## src/rtl/multdiv_pkg.sv

```systemverilog
// Shared types and defaults for the multiply/divide iteration sequencer.
package multdiv_pkg;

    localparam int MULT_STEPS_DEF = 32;
    localparam int DIV_STEPS_DEF  = 32;
    localparam int CNT_W_DEF      = 6;

    // One-hot so each state-decoded output is a single flop bit.
    typedef enum logic [3:0] {
        IDLE = 4'b0001,
        LOAD = 4'b0010,
        RUN  = 4'b0100,
        DONE = 4'b1000
    } mds_state_e;

endpackage

```

## src/rtl/multdiv_step_cnt.sv

```systemverilog
// Step counter for the multdiv sequencer: toggle-style up counter,
// async clear, synchronous clear (priority) and count enable.
module multdiv_step_cnt #(
    parameter int CNT_W = 6
) (
    input  logic             clk,
    input  logic             clr,
    input  logic             sclr,
    input  logic             en,
    output logic [CNT_W-1:0] cnt
);

    logic [CNT_W-1:0] tgl;

    // Bit i flips when enabled and every lower bit is already 1.
    genvar i;
    generate
        for (i = 0; i < CNT_W; i++) begin : g_tgl
            if (i == 0) begin : g_lsb
                assign tgl[i] = en;
            end else begin : g_upper
                assign tgl[i] = en & (&cnt[i-1:0]);
            end
        end
    endgenerate

    // Counter register; synchronous clear overrides counting.
    always_ff @(posedge clk or posedge clr) begin
        if (clr)       cnt <= '0;
        else if (sclr) cnt <= '0;
        else           cnt <= cnt ^ tgl;
    end

endmodule

```

## src/rtl/multdiv_seq_ctrl.sv

```systemverilog
// Multiply/divide iteration sequencer: IDLE -> LOAD -> RUN -> DONE.
// Optional macro MULTDIV_DIV0_FASTEXIT_EN: a divide by zero skips RUN
// and goes LOAD -> DONE directly.
module multdiv_seq_ctrl
    import multdiv_pkg::*;
#(
    parameter int MULT_STEPS = MULT_STEPS_DEF,
    parameter int DIV_STEPS  = DIV_STEPS_DEF,
    parameter int CNT_W      = CNT_W_DEF
) (
    input  logic             clk,
    input  logic             clr,
    input  logic             ctrl_MULT,
    input  logic             ctrl_DIV,
    input  logic             div_by_zero,
    output logic             load,
    output logic             op_is_div,
    output logic             step_en,
    output logic [CNT_W-1:0] step_idx,
    output logic             busy,
    output logic             done,
    output logic             exception
);

    // Step counts outside 1..63, or too large for the counter, are rejected.
    if (MULT_STEPS < 1 || MULT_STEPS > 63 || DIV_STEPS < 1 || DIV_STEPS > 63 ||
        MULT_STEPS > (2 ** CNT_W) || DIV_STEPS > (2 ** CNT_W)) begin : g_bad_param
        $error("multdiv_seq_ctrl: illegal MULT_STEPS/DIV_STEPS/CNT_W");
    end

    localparam logic [CNT_W-1:0] MULT_LAST = CNT_W'(MULT_STEPS - 1);
    localparam logic [CNT_W-1:0] DIV_LAST  = CNT_W'(DIV_STEPS - 1);

    mds_state_e       state, state_nx;
    logic             start;
    logic             last;
    logic             fast_exit;
    logic             exc_q;
    logic [CNT_W-1:0] cnt;

    assign start = ctrl_MULT | ctrl_DIV;
    assign last  = (cnt == (op_is_div ? DIV_LAST : MULT_LAST));

`ifdef MULTDIV_DIV0_FASTEXIT_EN
    assign fast_exit = op_is_div & div_by_zero;
`else
    assign fast_exit = 1'b0;
`endif

    // Counter cleared on any (re)start and in LOAD; it stops at N-1 rather than wrapping.
    multdiv_step_cnt #(.CNT_W(CNT_W)) u_cnt (
        .clk  (clk),
        .clr  (clr),
        .sclr (start | (state == LOAD)),
        .en   ((state == RUN) & ~last),
        .cnt  (cnt)
    );

    // State register.
    always_ff @(posedge clk or posedge clr) begin
        if (clr) state <= IDLE;
        else     state <= state_nx;
    end

    // Next state: a start from any state (re)enters LOAD with the new op.
    always_comb begin
        state_nx = state;
        unique case (state)
            IDLE:    if (start) state_nx = LOAD;
            LOAD:    if (start)          state_nx = LOAD;
                     else if (fast_exit) state_nx = DONE;
                     else                state_nx = RUN;
            RUN:     if (start)     state_nx = LOAD;
                     else if (last) state_nx = DONE;
            DONE:    if (start) state_nx = LOAD;
                     else       state_nx = IDLE;
            default: state_nx = IDLE;
        endcase
    end

    // Operation type latched on start; multiply wins when both pulses arrive together.
    always_ff @(posedge clk or posedge clr) begin
        if (clr)        op_is_div <= 1'b0;
        else if (start) op_is_div <= ~ctrl_MULT;
    end

    // Divide-by-zero flag captured in LOAD; a multiply always clears it.
    always_ff @(posedge clk or posedge clr) begin
        if (clr)                exc_q <= 1'b0;
        else if (state == LOAD) exc_q <= op_is_div & div_by_zero;
    end

    // Outputs decode straight from state flops; step_idx reads 0 outside RUN.
    assign load      = (state == LOAD);
    assign step_en   = (state == RUN);
    assign busy      = (state == LOAD) | (state == RUN);
    assign done      = (state == DONE);
    assign exception = (state == DONE) & exc_q;
    assign step_idx  = step_en ? cnt : '0;

endmodule

```

## config.mk

```make
export PLATFORM = sky130hd
export DESIGN_NAME = multdiv_seq_ctrl
export DESIGN_NICKNAME = d
export VERILOG_FILES = /design/src/rtl/multdiv_pkg.sv /design/src/rtl/multdiv_step_cnt.sv /design/src/rtl/multdiv_seq_ctrl.sv
export SDC_FILE = /design/constraint.sdc
export NUM_CORES = 1
export LEC_CHECK = 0
export BUFFER_PORTS_ARGS = -buffer_cell sky130_fd_sc_hd__buf_2
export CAP_MARGIN = 20
export CORE_MARGIN = 2
export CORE_UTILIZATION = 45
export DETAILED_ROUTE_END_ITERATION = 12
export GPL_ROUTABILITY_DRIVEN = 0
export PLACE_DENSITY = 0.69
export SETUP_SLACK_MARGIN = 0.15
export SYNTH_ARGS = -nofsm -noshare
export SYNTH_HDL_FRONTEND = slang
export SYNTH_SLANG_ARGS = --single-unit
```

## constraint.sdc

```tcl
create_clock -name clk -period 2.1 [get_ports clk]
set_input_delay 0.105 -clock clk [delete_from_list [all_inputs] [get_ports clk]]
set_output_delay 0.105 -clock clk [all_outputs]
set_load 0.02 [all_outputs]
```

==> results.py, run 1 <==
metrics = {
    "outcome": {
        "status": "finished clean",
    },
    "setup_path": {
        "critPathLaunch": "state[1]$_DFFE_PP0P_",
        "slowest_stage": "or4b_4",
        "cpLargestDelayFamily": "simple AND/OR/NAND/NOR gates",
        "critPathMaxStageDelay_ns": 0.63,
        "crit_type": "flop to primary output",
        "r2r_start": "state[1]$_DFFE_PP0P_",
        "cp_data_arrival_time_ns": 1.79,
        "setup.worst_path.end": "step_idx[5]",
        "cp.required_ns": 2.00,
        "worstPathCellList": "or4b_4, buf_4, nor2_1, buf_2",
        "ff2ff_setup_slack_ns": 0.35,
        "rr_endpoint": "u_cnt.cnt[2]$_DFF_PP0_",
        "start_kind": "flop",
        "crit_buf_inv": 2,
        "critical_path.endpoint_type": "primary output",
        "reg2reg_depth": 4,
        "cp_num_cells": 4,
        "cp_max_fo": 9,
    },
    "sta": {
        "maxSlewHeadroom_pct": 67.3,
        "rsz0062_at_grt": "yes",
        "period_share_pct": 90.5,
        "finalSetupViolCount": 0,
        "setup-tns-final_ns": 0,
        "hold_viol_final": 0,
        "worst_pin_slew_ns": 0.490,
        "fin_crit_ns": 1.90,
        "slew_violations": 0,
        "skew_ns": 0.00268,
        "fmax_ghz": 0.526,
    },
    "grt": {
        "grt_max_degree": 13,
        "track_usage_pct": 18.2,
        "grt_antenna_before_repair": 0,
        "grt_pass1_vias": 534,
        "grt_pass1_wl_mm": 2.48,
        "grt.overflow.total": 0,
    },
    "synth": {
        "yosysTopAreaCell": "dfrtp_1",
        "synthMuxAreaShare_pct": 1.50,
        "synth_top_area_share_pct": 41.2,
        "netlist_instances": 72,
        "synth_fp_nets": 77,
        "ys_ff_latch": 12,
        "postSynthAreaPerCell_um2": 9.28,
        "yosysMostFrequentCell": "dfrtp_1",
        "yosys-top-cells-count": "dfrtp_1 (11), nor2_1 (7)",
        "synthArstFlopShare_pct": 100,
        "yosysSeqAreaShare_pct": 45.1,
        "ys_warn_count": 0,
        "synth_fa_ha_area_share_pct": 0,
        "synth_compound_area_share_pct": 19.3,
        "synth_edf_count": 0,
        "synth_area_leaders": "dfrtp_1 (41%), and2_1 (4.7%), dfstp_2 (3.9%), nor2_1 (3.9%), a21oi_1 (3.7%)",
        "synth_top_family_by_area": "simple AND/OR/NAND/NOR gates",
        "yosysUniqueCellTypes": 33,
        "synthFlopType": "dfrtp_1",
        "synth_area_um2": 668,
        "yosys.area_share.simple_pct": 28.3,
        "synth_xor_area_share_pct": 0,
    },
    "clock_network": {
        "htree_num_levels": 1,
        "postCtsResizedCells": 0,
        "clkSinkCount": 12,
        "clock_path_buffers": 2,
        "clk_pin_slew_worst_paths_ns": 0.08,
        "worstSkewPairLatency_ns": 0.28,
        "numCtsBuffers": 3,
        "cts_tree": "built",
        "cts-root-buf": "clkbuf_4",
    },
    "place": {
        "io_buffers": 16,
        "placed_area_um2": 751,
        "dp.cells": 101,
        "dp_hpwl_um": 950,
    },
    "final_layout": {
        "nNetsFinal": 100,
        "register_area_um2": 302,
        "multiInputGateArea_um2": 328,
        "finalInstanceArea_um2": 822,
        "num_antenna_cells": 0,
        "drive_gt1_share_pct": 28.7,
        "fin_util_pct": 60.9,
        "area_growth_pct": 23.0,
        "num-fill-cells": 113,
        "fin_cells": 109,
    },
    "route": {
        "drt_iter0_drc": 21,
        "avgRoutedWirePerCell_um": 13.3,
        "totalWireLength_mm": 1.45,
        "ant_nets": 0,
        "drt-pass1-iter-count": 6,
        "num_vias": 598,
        "avgViaCountPerCell": 5.49,
        "drc": 0,
    },
    "job": {
        "drv_cap": 0,
    },
    "die": {
        "num_io_pins": 17,
        "die_h_um": 42.5,
        "die_w_um": 42.5,
        "dieArea_um2": 1810,
        "initial_utilization_pct": 49.5,
        "core_um2": 1350,
        "rows": 13,
    },
    "power_and_ir_drop": {
        "power.density_nw_per_um2": 827,
        "finalPower_uw": 680,
        "ir_drop_mv": 0.412,
        "leakagePower_uw": 0.000416,
    },
    "hold_path": {
        "hold_class": "input pin to flop",
    },
}
-- layout by cell type, fill, tap and decap left out, types with 3 or more instances in the layout --
master,instances
a21oi_1,5
nor2_1,7
clkbuf_4,3
buf_2,16
and2_1,5
nor3_1,3
nand2_1,5
inv_1,5
dfrtp_1,11
-- layout make-up --
| cell class | instances | area share [%] |
|---|---|---|
| tap | 15 | 2.28 |
| sequential | 12 | 36.7 |
| clock buffer | 4 | 4.41 |
| multi-input combinational | 52 | 39.9 |
| timing repair buffer | 20 | 14.0 |
| inverter | 6 | 2.74 |
-- tightest hold or removal path, cell delays in order --
cell     delay [ns]
buf_2          0.09
nand2_1        0.04
o21ai_0        0.06
-- per-layer routing --
layer  global-route usage [%]  wire, um  vias up  share of wire, %
li1                         -         -      302                 -
met1                     27.8       743      280                51
met2                     24.6       628       11                43
met3                     1.29        38        5               2.6
met4                     11.3        39        0               2.7
met5                        0         0        -                 0
-- logic make-up after synthesis --
group                  after synthesis
AO/OA/AOI/OAI                       18
buffers and inverters                8
flip-flops                          12
multiplexers                         1
AND/OR/NAND/NOR                     33
-- flip-flops by register name (all words and copies together) (netlist names) --
name / flops
exc_q: 1
state: 4
op_is_div: 1
u_cnt.cnt: 6
-- metrics by stage --
step           worst slack (ns)  hold WS (ns)
2_1_floorplan             0.569       -0.0310
3_3_place_gp              0.462         0.139
3_5_place_dp              0.464         0.139
4_1_cts                   0.209        0.0490
5_1_grt                   0.123         0.104
6_report                  0.200        0.0503
-- repair_timing --
item / in CTS / in global routing
setup endpoints to repair: 0 / 4
endpoints found under the hold margin: 12 / 0
hold buffers: 2 / 0
buffers inserted: 0 / 2
-- how the worst min path moves through the flow --
stage	start	end	slack, ns	cells past startpoint
detailed placement	clr	op_is_div$_DFFE_PP0P_	0.14	2
global placement	clr	op_is_div$_DFFE_PP0P_	0.14	2
CTS	div_by_zero	exc_q$_DFFE_PP0P_	0.05	3
finish	div_by_zero	exc_q$_DFFE_PP0P_	0.05	3
global route	div_by_zero	exc_q$_DFFE_PP0P_	0.10	3
floorplan	clr	exc_q$_DFFE_PP0P_	-0.03	1
-- power by group --
group	leakage, uW	total, uW	switching [uW]	internal (uW)
logic	0.000235	185	102	83.2
registers	0.000160	302	35.6	267
clock network	0.0000210	192	86.3	106
No activity file was read; power rests on OpenSTA's default activity.
==> run 2, diff against run 1 <==
--- a/config.mk
+++ b/config.mk
@@ -12,6 +12,7 @@
 export DETAILED_ROUTE_END_ITERATION = 12
 export GPL_ROUTABILITY_DRIVEN = 0
 export PLACE_DENSITY = 0.69
+export RECOVER_POWER = 50
 export SETUP_SLACK_MARGIN = 0.15
 export SYNTH_ARGS = -nofsm -noshare
 export SYNTH_HDL_FRONTEND = slang
==> results.py, run 2 (synthesis results as in run 1) <==
metrics = {
    "outcome": {
        "status": "finished clean",
    },
    "sta": {
        "setup-tns-final_ns": 0,
        "maxSlewHeadroom_pct": 67.3,
        "worst_pin_slew_ns": 0.490,
        "rsz0062_at_grt": "yes",
        "hold_ws_ns": 0.0503,
        "finalSetupViolCount": 0,
        "hold_viol_final": 0,
        "period_share_pct": 90.5,
        "skew_ns": 0.00268,
        "slew_violations": 0,
        "fin_crit_ns": 1.90,
        "final.setup.worst_slack_ns": 0.200,
        "fmax_ghz": 0.526,
    },
    "power_and_ir_drop": {
        "finalPower_uw": 679,
        "ir_drop_mv": 0.412,
        "seqPwrFrac_pct": 44.5,
        "p_int_uw": 455,
        "switching_share_pct": 33.0,
        "power.switching_uw": 224,
        "pwr-share-clk_pct": 28.3,
        "power.density_nw_per_um2": 829,
        "leakagePower_uw": 0.000408,
        "combPwrFrac_pct": 27.2,
    },
    "setup_path": {
        "critical_path.endpoint_type": "primary output",
        "r2r_start": "state[1]$_DFFE_PP0P_",
        "start_kind": "flop",
        "ff2ff_setup_slack_ns": 0.35,
        "crit_type": "flop to primary output",
        "reg2reg_depth": 4,
        "cp.required_ns": 2.00,
        "setup.worst_path.end": "step_idx[5]",
        "cp_max_fo": 9,
        "critPathLaunch": "state[1]$_DFFE_PP0P_",
        "cp_data_arrival_time_ns": 1.79,
        "rr_endpoint": "u_cnt.cnt[2]$_DFF_PP0_",
    },
    "place": {
        "dp_hpwl_um": 950,
        "preCtsSetupSlack_ns": 0.464,
        "io_buffers": 16,
    },
    "final_layout": {
        "largest_reg_flops": 6,
        "fin_util_pct": 60.7,
        "num-fill-cells": 115,
        "top_regs": "u_cnt.cnt: 6 flops, state: 4 flops",
        "nNetsFinal": 100,
        "area_growth_pct": 22.7,
        "multiInputGateArea_um2": 328,
        "regMostFlops": "u_cnt.cnt",
        "num_antenna_cells": 0,
        "final_common_cell": "buf_2",
        "drive_gt1_share_pct": 26.6,
        "final_cell_mix": "buf_2 (14), dfrtp_1 (11), nor2_1 (7)",
        "register_area_um2": 302,
    },
    "clock_network": {
        "clkSinkCount": 12,
        "cts-root-buf": "clkbuf_4",
        "numCtsBuffers": 3,
        "postCtsResizedCells": 0,
        "cts_tree": "built",
        "clk_pin_slew_worst_paths_ns": 0.08,
        "htree_num_levels": 1,
        "clock_path_buffers": 2,
        "worstSkewPairLatency_ns": 0.28,
    },
    "job": {
        "drv_cap": 0,
    },
    "die": {
        "rows": 13,
        "num_io_pins": 17,
        "die_w_um": 42.5,
        "core_um2": 1350,
        "dieArea_um2": 1810,
        "initial_utilization_pct": 49.5,
        "die_h_um": 42.5,
    },
    "route": {
        "avgRoutedWirePerCell_um": 13.3,
        "drt_iter0_drc": 21,
        "totalWireLength_mm": 1.45,
        "drc": 0,
        "drt-pass1-iter-count": 6,
        "avgViaCountPerCell": 5.50,
        "num_vias": 599,
        "ant_nets": 0,
    },
    "grt": {
        "track_usage_pct": 18.2,
        "grt.overflow.total": 0,
        "grt_pass1_wl_mm": 2.48,
        "grt_max_degree": 13,
        "grt_pass1_vias": 534,
        "grt_antenna_before_repair": 0,
    },
    "hold_path": {
        "hold_class": "input pin to flop",
    },
}
## run 2: cell count changes in the layout (fill, tap and decap cells not counted)
cell,previous run,this run
buf_2,16,14
clkbuf_1,0,2
## run 2: per-layer routing
layer	part of all wire, %	track usage, %	vias up
met2	43	24.6	11
met5	0	0	-
li1	-	-	302
met4	2.7	11.3	0
met3	2.6	1.29	5
met1	51	27.8	281
## run 2: power groups by stage
stage	logic [uW]	registers, uW	clock network [uW]
after global routing	203	310	204
final	185	302	192
after floorplan	145	299	0
after global placement	179	303	0
after CTS	184	301	197
after detailed placement	178	306	0
## run 2: worst max-delay path, cell delays in order, from the launching register on
cell,delay (ns)
dfrtp_1,0.43
or4b_4,0.63
buf_4,0.18
nor2_1,0.10
buf_2,0.18
## run 2: worst min-delay path by stage
stage	cells past startpoint	to	from
3_3_place_gp	2	op_is_div$_DFFE_PP0P_	clr
5_1_grt	3	exc_q$_DFFE_PP0P_	div_by_zero
6_report	3	exc_q$_DFFE_PP0P_	div_by_zero
2_1_floorplan	1	exc_q$_DFFE_PP0P_	clr
3_5_place_dp	2	op_is_div$_DFFE_PP0P_	clr
4_1_cts	3	exc_q$_DFFE_PP0P_	div_by_zero
## run 2: what timing repair did
| item | CTS | global route |
|---|---|---|
| buffers inserted | 0 | 2 |
| hold buffers | 2 | 0 |
| hold endpoints to repair | 12 | 0 |
| endpoints found under the setup margin | 0 | 4 |
## run 2: through the flow
step | instances | instance area, um2
final | 109 | 820
after global routing | 109 | 820
after CTS | 107 | 807
after detailed placement | 101 | 751
after global placement | 101 | 751
after floorplan | 72 | 668
## run 2: layout make-up
class	count	area share [%]
Timing Repair Buffer	20	13.7
Sequential cell	12	36.8
Inverter	6	2.75
Clock buffer	4	4.43
Multi-Input combinational cell	52	40.0
Tap cell	15	2.29
